### config.mk
export PLATFORM = sky130hd
export DESIGN_NAME = mult_job_scheduler
export DESIGN_NICKNAME = d
export VERILOG_FILES = /design/src/rtl/mult_job_scheduler.sv
export SDC_FILE = /design/constraint.sdc
export NUM_CORES = 1
export LEC_CHECK = 0
export CORE_MARGIN = 2
export CORE_UTILIZATION = 57
export CTS_CLUSTER_SIZE = 8
export DETAILED_ROUTE_END_ITERATION = 8
export MAX_ROUTING_LAYER = met4
export PLACE_DENSITY_LB_ADDON = 0.15
export SYNTH_ARGS = -nofsm -noshare
export SYNTH_HDL_FRONTEND = slang
export SYNTH_SLANG_ARGS = --single-unit
### constraint.sdc
create_clock -name clk -period 3.98 [get_ports clk]
set_input_delay 0.796 -clock clk [delete_from_list [all_inputs] [get_ports clk]]
set_output_delay 0.796 -clock clk [all_outputs]
set_load 0.03 [all_outputs]
### src/rtl/mult_job_scheduler.sv
// Operand-pair FIFO feeding an external multi-cycle multiplier, one job at a time,
// with a single-entry result register that is never overwritten before it is drained.
module mult_job_scheduler #(
    parameter int unsigned WIDTH = 8,
    parameter int unsigned DEPTH = 4
) (
    input  logic                     clk,
    input  logic                     rst_n,
    input  logic                     in_valid,
    output logic                     in_ready,
    input  logic [WIDTH-1:0]         in_a,
    input  logic [WIDTH-1:0]         in_b,
    output logic                     out_valid,
    input  logic                     out_ready,
    output logic [2*WIDTH-1:0]       out_product,
    output logic                     mul_start,
    output logic [WIDTH-1:0]         mul_a,
    output logic [WIDTH-1:0]         mul_b,
    input  logic [2*WIDTH-1:0]       mul_product,
    input  logic                     mul_done,
    output logic [$clog2(DEPTH):0]   count,
    output logic                     busy
);

    localparam int unsigned AW = $clog2(DEPTH);
    localparam int unsigned CW = AW + 1;

    typedef enum logic [1:0] {StIdle, StIssue, StWait} state_e;

    state_e                 state_q, state_d;
    logic [2*WIDTH-1:0]     mem_q [DEPTH];
    logic [2*WIDTH-1:0]     mem_d [DEPTH];
    logic [AW-1:0]          wr_ptr_q, wr_ptr_d;
    logic [AW-1:0]          rd_ptr_q, rd_ptr_d;
    logic [CW-1:0]          count_q, count_d;
    logic [WIDTH-1:0]       mul_a_q, mul_a_d;
    logic [WIDTH-1:0]       mul_b_q, mul_b_d;
    logic                   out_valid_q, out_valid_d;
    logic [2*WIDTH-1:0]     out_product_q, out_product_d;
    logic                   seen_low_q, seen_low_d;
    logic                   push, pop;

    always_comb begin
        state_d       = state_q;
        mem_d         = mem_q;
        wr_ptr_d      = wr_ptr_q;
        rd_ptr_d      = rd_ptr_q;
        mul_a_d       = mul_a_q;
        mul_b_d       = mul_b_q;
        out_valid_d   = out_valid_q;
        out_product_d = out_product_q;
        seen_low_d    = seen_low_q;
        pop           = 1'b0;
        push          = in_valid && in_ready;

        if (out_valid_q && out_ready) begin
            out_valid_d = 1'b0;
        end

        unique case (state_q)
            StIdle: begin
                if ((count_q != '0) && (!out_valid_q || out_ready)) begin
                    pop                = 1'b1;
                    {mul_a_d, mul_b_d} = mem_q[rd_ptr_q];
                    state_d            = StIssue;
                end
            end
            StIssue: begin
                // A done still held high from the previous job must drop before we trust it.
                seen_low_d = !mul_done;
                state_d    = StWait;
            end
            StWait: begin
                if (mul_done && seen_low_q) begin
                    out_product_d = mul_product;
                    out_valid_d   = 1'b1;
                    state_d       = StIdle;
                end else if (!mul_done) begin
                    seen_low_d = 1'b1;
                end
            end
            default: state_d = StIdle;
        endcase

        if (push) begin
            mem_d[wr_ptr_q] = {in_a, in_b};
            wr_ptr_d        = wr_ptr_q + 1'b1;
        end
        if (pop) begin
            rd_ptr_d = rd_ptr_q + 1'b1;
        end
        count_d = count_q + CW'(push) - CW'(pop);
    end

    always_ff @(posedge clk or negedge rst_n) begin
        if (!rst_n) begin
            state_q       <= StIdle;
            for (int i = 0; i < int'(DEPTH); i++) begin
                mem_q[i] <= '0;
            end
            wr_ptr_q      <= '0;
            rd_ptr_q      <= '0;
            count_q       <= '0;
            mul_a_q       <= '0;
            mul_b_q       <= '0;
            out_valid_q   <= 1'b0;
            out_product_q <= '0;
            seen_low_q    <= 1'b0;
        end else begin
            state_q       <= state_d;
            mem_q         <= mem_d;
            wr_ptr_q      <= wr_ptr_d;
            rd_ptr_q      <= rd_ptr_d;
            count_q       <= count_d;
            mul_a_q       <= mul_a_d;
            mul_b_q       <= mul_b_d;
            out_valid_q   <= out_valid_d;
            out_product_q <= out_product_d;
            seen_low_q    <= seen_low_d;
        end
    end

    assign in_ready    = (count_q != CW'(DEPTH));
    assign out_valid   = out_valid_q;
    assign out_product = out_product_q;
    assign mul_start   = (state_q == StIssue);
    assign mul_a       = mul_a_q;
    assign mul_b       = mul_b_q;
    assign count       = count_q;
    assign busy        = (state_q != StIdle);

endmodule
==> key figures, run 1 <==
Run status
  • Status: finished clean

Timing
  • Fin. max-slew vios: 0
  • Worst slew pin tran: 0.829 ns
  • Final period util: 0.723
  • Hold_ws: ~0.49 ns
  • Sum Neg Setup Slack: 0 ns
  • Final setup vio count: 0
  • Rel. slew slack: 0.447
  • RSZ-0062 raised after global routing: false
  • Skew final: 0.0144 ns
  • Fmax: ~350 MHz
  • Minimum clock period after layout: ~2.9 ns
  • Fin. Hold Viols: 0

Global routing
  • Vias in the first global route: roughly 2,800
  • GRT Residual Overflow: 0
  • Initial antenna violation count: 0
  • Gr usage total: 0.210
  • Largest net degree at the start of global routing: 61
  • First-pass GRT wire length: ~14 mm

Floorplan
  • FP Rows: 33
  • Core area: between 8000 and 9000 um^2
  • Die Ht: about 95 um
  • Full die area: 8960 um^2
  • Die width: between 90 and 100 um
  • Initial Util: 0.579
  • Ports: 76

Cells and area
  • Multi-input logic area: about 1900 um^2
  • Share of cells above drive strength 1: 0.262
  • Register Area: 2680 um^2
  • Inserted Diodes: 0
  • Filler cell count in the final layout: 608
  • Final #Nets: between 400 and 500
  • Syn-to-layout area delta: 21.4%

Synthesis
  • Syn nets: about 330
  • Synth Flop Type: dfrtp_1
  • Number of synthesis warnings: 0
  • Sequential area share after synthesis: 0.572
  • Synth Cell Area: approximately 4700 um^2
  • Number of synthesized flops with an enable pin: 0
  • Most frequent cells after synthesis: dfrtp_1, mux2_2, mux2_1, mux4_2, ha_1
  • Syn_area_per_cell: 16.5 um^2
  • Post-synthesis cell type with the largest combined area: dfrtp_1
  • Synth Register Bits: roughly 110
  • Most area-consuming cells after synthesis: dfrtp_1, mux2_2, mux2_1, mux4_2, ha_1
  • Yosys cell types: 29
  • Asr flop ratio synth: 1.00
  • Top-count cell post-synth: dfrtp_1
  • Synth top area share: 0.572
  • Synth Instances: 283

Clock tree
  • Post-CTS Setup Bufs: 0
  • Clk sinks: approximately 110
  • Resize count post-CTS: 0
  • CTS tree: yes
  • Hold buffers post-CTS: 0
  • Root Driver: clkbuf_8
  • Clock slew at reported path FFs: approximately 0.1 ns
  • H-tree level count: 3
  • Clk_lat worst skew: 0.36 ns
  • Clock Path Buffers: 2
  • Num CTS Buffers: 9

Critical path
  • Crit path capture type: primary output
  • Worst path slowest cell: clkdlybuf4s50_1
  • Largest delay share family, worst path: buffers and inverters
  • Worst reg2reg setup slack: between 1 and 1.5 ns
  • Arrival @ worst endpoint: between 2 and 2.5 ns
  • CP required: around 3.2 ns
  • Crit Path Max Fanout: 6
  • Worst Path Buf+Inv: 1
  • Slowest cell delay on critical path: 0.67 ns
  • Crit path cell chain: or3b_1 > clkdlybuf4s50_1
  • CP Class: reg -> out
  • Setup crit start kind: register

Pwr
  • Combinational share of power: 0.461
  • Peak supply drop: 0.469 mV
  • Clock power frac: 0.138
  • Power density over the cells: approximately 880 nW/um^2
  • Switching pwr: about 0.0018 W
  • Flop pwr share: 0.402
  • P_int: 0.00322 W
  • Sw Ratio: 0.354
  • Leakage power total: 2.41 nW

Routing
  • Initial DRC count: 58
  • Average wire per cell in the routed design: around 17 um
  • DRC: 0
  • Vias per inst: ~5.4
  • First-pass DRT Iterations: 4
  • Post-DRT Antenna Nets: 0
  • Via total after detailed routing: approximately 2,600
  • WL final: 8.03 mm

Placement
  • Final HPWL DP: about 5.5 mm
  • IO buf count: 75
  • Gp weighted congestion: about 0.73

Run
  • # Max-Cap Violations: 0

Worst hold path
  • HP Class: in -> async
==> worst reg2reg max path, delay by kind of cell (launching register included) <==
kind	cells	cell delay, ns
AND/OR/NAND/NOR	2	0.83
adder cells (fa/ha/maj)	3	0.76
flip-flops	1	0.46
XOR/XNOR	2	0.28
buffers and inverters	2	0.10
==> cells in the final DEF (no fill, tap or decap), drive strengths merged, types with 2 or more instances in the layout <==
| cell | instances |
|---|---|
| xor2 | 2 |
| mux4 | 16 |
| clkbuf | 10 |
| nand2 | 6 |
| nand3 | 5 |
| ha | 10 |
| xnor2 | 3 |
| nor3 | 3 |
| inv | 11 |
| buf | 5 |
| o211ai | 4 |
| clkdlybuf4s50 | 74 |
| mux2 | 97 |
| dfrtp | 107 |
| o21ai | 2 |
| clkinv | 3 |
==> final timing paths <==
check,start,endpoint,cells past startpoint
max,count[1]$_DFF_PN0_,in_ready,2
min,rst_n,mem_q[34]$_DFFE_PN0P_,1
max reg2reg,count[1]$_DFF_PN0_,count[2]$_DFF_PN0_,9
min reg2reg,mem_q[39]$_DFFE_PN0P_,mem_q[39]$_DFFE_PN0P_,1
max in group asynchronous,rst_n,mem_q[32]$_DFFE_PN0P_,2
min in group clk,mem_q[39]$_DFFE_PN0P_,mem_q[39]$_DFFE_PN0P_,1
==> cell type report <==
cell class                 count  share of cell area
clock buffer                  10              0.0242
multi-input combinational    155               0.327
inverter                       9             0.00594
clock inverter                 6              0.0123
timing repair buffer          79               0.137
sequential                   107               0.471
tap                          105              0.0231
==> kinds of logic (layout without fill, tap and decap cells) <==
family | after synthesis | after routing | synth area share
xor+xnor | 5 | 5 | 0.00935
mux | 113 | 113 | 0.310
buf+inv | 21 | 104 | 0.0318
fa+ha+maj | 11 | 11 | 0.0310
compound gates | 9 | 9 | 0.0139
simple gates | 17 | 17 | 0.0321
flops | 107 | 107 | 0.572
==> per-layer routing <==
metal  share of wire  vias to the layer above  track usage
met2            0.52                       53        0.349
met3           0.040                        5       0.0487
met4          0.0064                        0       0.0543
li1                -                     1175            -
met1            0.44                     1321        0.262
met5               0                        -            -
==> power groups by stage <==
stage / Clock [W] / Sequential, W / Combinational (W)
5_1_grt: 0.000745 / 0.00208 / 0.00250
3_3_place_gp: 0 / 0.00200 / 0.00226
6_report: 0.000685 / 0.00200 / 0.00229
4_1_cts: 0.000707 / 0.00201 / 0.00234
3_5_place_dp: 0 / 0.00203 / 0.00233
2_1_floorplan: 0 / 0.00226 / 0.00139
==> registers in the layout, indices dropped and copies added, names as in the netlist <==
name	count
mem_q	64
out_product	16
mul_a	8
mul_b	8
count	3
rd_ptr_q	2
state_q	2
wr_ptr_q	2
out_valid	1
seen_low_q	1
==> stage by stage <==
stage | power [W] | instance area [um^2] | worst slack [ns] | std cells | utilization
detailed placement | 0.00436 | 5480 | 0.917 | 455 | 0.677
global placement | 0.00426 | 5480 | 0.967 | 455 | 0.677
finish | 0.00498 | 5690 | 1.10 | 471 | 0.703
floorplan | 0.00364 | 4680 | 1.29 | 283 | -
CTS | 0.00505 | 5690 | 1.07 | 471 | 0.703
global route | 0.00532 | 5690 | 1.02 | 471 | 0.703
No activity file was read; power rests on OpenSTA's default activity.
==> run 2, diff against run 1 <==
--- a/config.mk
+++ b/config.mk
@@ -6,7 +6,7 @@
 export NUM_CORES = 1
 export LEC_CHECK = 0
 export CORE_MARGIN = 2
-export CORE_UTILIZATION = 57
+export CORE_UTILIZATION = 53
 export CTS_CLUSTER_SIZE = 8
 export DETAILED_ROUTE_END_ITERATION = 8
 export MAX_ROUTING_LAYER = met4
==> constraint.sdc (replaced) <==
create_clock -name clk -period 2.9 [get_ports clk]
set_input_delay 0.58 -clock clk [delete_from_list [all_inputs] [get_ports clk]]
set_output_delay 0.58 -clock clk [all_outputs]
set_load 0.03 [all_outputs]
==> run 2 against run 1 <==
Clock skew grew 0.0018 ns. Die area is 7.2% higher. First-iteration DRC count shrank 28%. Utilization down 3.9 points. Critical path depth increased by 2. Sequential cell count unchanged. Critical endpoint is now busy. Wire length up 0.56%. Via count up 1.1%. Setup slack lost 0.69 ns. Largest cell class unchanged.
==> key figures, run 2 (synthesized netlist as in run 1, its figures left out) <==
Timing
  • RSZ-0062 raised after global routing: false
  • Sum Neg Setup Slack: 0 ns (unchanged)
  • Worst slew pin tran: 0.812 ns (-0.0168 ns)
  • Minimum clock period after layout: 2.49 ns
  • Rel. slew slack: 0.459 (+0.0112)
  • Fmax: between 400 and 500 MHz
  • Skew final: 0.0162 ns (+0.00176 ns)
  • PnR worst setup slack: 0.414 ns (-0.686 ns)
  • Fin. max-slew vios: 0 (unchanged)
  • Final period util: 0.857
  • Final setup vio count: 0 (unchanged)
  • Hold_ws: 0.270 ns (-0.219 ns)
  • Fin. Hold Viols: 0 (unchanged)

Cells and area
  • Share of cells above drive strength 1: 0.266 (+0.00401)
  • Number of flip-flops in the largest register: 64 (unchanged)
  • Most common cell after layout, fill and taps aside: dfrtp_1
  • Inserted Diodes: 0 (unchanged)
  • Syn-to-layout area delta: 22.4%
  • Filler cell count in the final layout: 622 (+2.3%)
  • Most frequent cells in the layout: dfrtp_1, clkdlybuf4s50_1, mux2_2, mux2_1, mux4_2
  • Biggest register: mem_q
  • Final #Nets: 411 (+0.49%)

Clock tree
  • Clock slew at reported path FFs: 0.10 ns (about the same)
  • Clk_lat worst skew: 0.36 ns (about the same)
  • Clock Path Buffers: 2 (unchanged)
  • Root Driver: clkbuf_8
  • Resize count post-CTS: 0 (unchanged)
  • Clk sinks: 107 (unchanged)
  • CTS tree: yes
  • Post-CTS Setup Bufs: 0 (unchanged)
  • H-tree level count: 3 (unchanged)
  • Num CTS Buffers: 9 (unchanged)
  • Hold buffers post-CTS: 0 (unchanged)

Floorplan
  • Core area: 8640 um^2 (+6.7%)
  • FP Rows: 34 (+3.0%)
  • Die Ht: 98 um (+3.5%)
  • Ports: 76 (unchanged)
  • Initial Util: 0.542 (-0.0364)
  • Full die area: 9600 um^2 (+7.2%)
  • Die width: 98 um (+3.5%)

Global routing
  • Largest net degree at the start of global routing: 58 (-4.9%)
  • Gr usage total: 0.185 (-0.0249)
  • Vias in the first global route: 2,761 (-0.18%)
  • First-pass GRT wire length: 13.4 mm (-2.0%)
  • GRT Residual Overflow: 0 (unchanged)
  • Initial antenna violation count: 0 (unchanged)

Critical path
  • Slowest cell delay on critical path: 0.69 ns (+0.02 ns)
  • Crit path cell chain: inv_1 > ha_1 > inv_2 > clkdlybuf4s50_1
  • Worst path slowest cell: clkdlybuf4s50_1
  • Crit Path Max Fanout: 5 (-1)
  • CP Class: reg -> out
  • Worst Setup EP: busy
  • RR Endpoint: count[2]$_DFF_PN0_
  • CP required: 2.32 ns (-0.86 ns)
  • Arrival @ worst endpoint: 1.91 ns (-0.17 ns)
  • Setup crit start kind: register
  • Crit path capture type: primary output
  • RR Startpoint: state_q[0]$_DFFE_PN0P_
  • R2R cell count: 11 (+2)
  • Worst reg2reg setup slack: 0.60 ns (-0.85 ns)
  • CP startpoint: state_q[0]$_DFFE_PN0P_

Pwr
  • Power density over the cells: 1200 nW/um^2 (+37%)
  • Sw Ratio: 0.352 (-0.00162)
  • Clock power frac: 0.136 (-0.002)
  • Peak supply drop: 0.608 mV (+30%)
  • Flop pwr share: 0.399 (-0.003)
  • Leakage power total: 2.43 nW (+0.58%)
  • Combinational share of power: 0.464 (+0.003)
  • P_int: 0.00444 W (+38%)
  • Switching pwr: 0.00242 W (+37%)

Placement
  • Gp weighted congestion: 0.756 (+3.9%)
  • IO buf count: 75 (unchanged)
  • Place WS: 0.137 ns (-0.779 ns)
  • Final HPWL DP: 5.38 mm (-1.5%)

Routing
  • First-pass DRT Iterations: 4 (unchanged)
  • Post-DRT Antenna Nets: 0 (unchanged)
  • Initial DRC count: 42 (-28%)
  • Vias per inst: 5.43 (about the same)
  • WL final: 8.08 mm (+0.56%)
  • Average wire per cell in the routed design: 17.0 um (-0.50%)
  • Via total after detailed routing: 2,583 (+1.1%)
  • DRC: 0 (unchanged)

Worst hold path
  • HP Class: in -> async

Run
  • # Max-Cap Violations: 0 (unchanged)

Run status
  • Status: finished clean
run 2: layout make-up:
cell class	instances	area, um^2	share of cell area
Multi-Input combinational cell	155	1860	0.324
Inverter	9	33.8	0.00589
Clock buffer	10	138	0.0240
Timing Repair Buffer	81	818	0.143
Sequential cell	107	2680	0.467
Tap cell	108	135	0.0236
Clock inverter	6	72.6	0.0127
run 2: how the worst min path moves through the flow:
stage | slack [ns] | endpoint | depth (start not counted) | start
floorplan | 0.28 | count[0]$_DFF_PN0_ | 0 | rst_n
global placement | 0.47 | mem_q[29]$_DFFE_PN0P_ | 1 | mem_q[29]$_DFFE_PN0P_
detailed placement | 0.48 | mem_q[19]$_DFFE_PN0P_ | 1 | mem_q[19]$_DFFE_PN0P_
CTS | 0.28 | mem_q[51]$_DFFE_PN0P_ | 1 | rst_n
global route | 0.31 | mul_b[3]$_DFFE_PN0P_ | 1 | rst_n
finish | 0.27 | mem_q[51]$_DFFE_PN0P_ | 1 | rst_n
run 2: metal layers:
layer	wire length, um	vias to the layer above	global-route usage	part of all wire
met5	0	-	-	0
met4	109	0	0.0524	0.013
met3	305	7	0.0515	0.038
met2	4120	61	0.303	0.51
met1	3540	1339	0.226	0.44
li1	-	1176	-	-
run 2: through the flow:
stage	utilization	total power, W	instance area, um^2	std cells
finish	0.664	0.00686	5730	476
global route	0.664	0.00729	5730	476
CTS	0.664	0.00696	5730	476
detailed placement	0.639	0.00602	5520	460
global placement	0.639	0.00590	5520	460
floorplan	-	0.00500	4680	283
run 2: worst max-delay path, delay by kind of cell, from the launching register on:
family     cells  cell delay (ns)
buf+inv        3             0.89
fa+ha+maj      1             0.27
flops          1             0.40
run 2: power groups by stage:
stage | registers, W | logic [W] | clock network [W]
after CTS | 0.00275 | 0.00324 | 0.000970
after global routing | 0.00284 | 0.00341 | 0.00104
after detailed placement | 0.00278 | 0.00324 | 0
final | 0.00274 | 0.00319 | 0.000935
after global placement | 0.00274 | 0.00316 | 0
after floorplan | 0.00309 | 0.00191 | 0
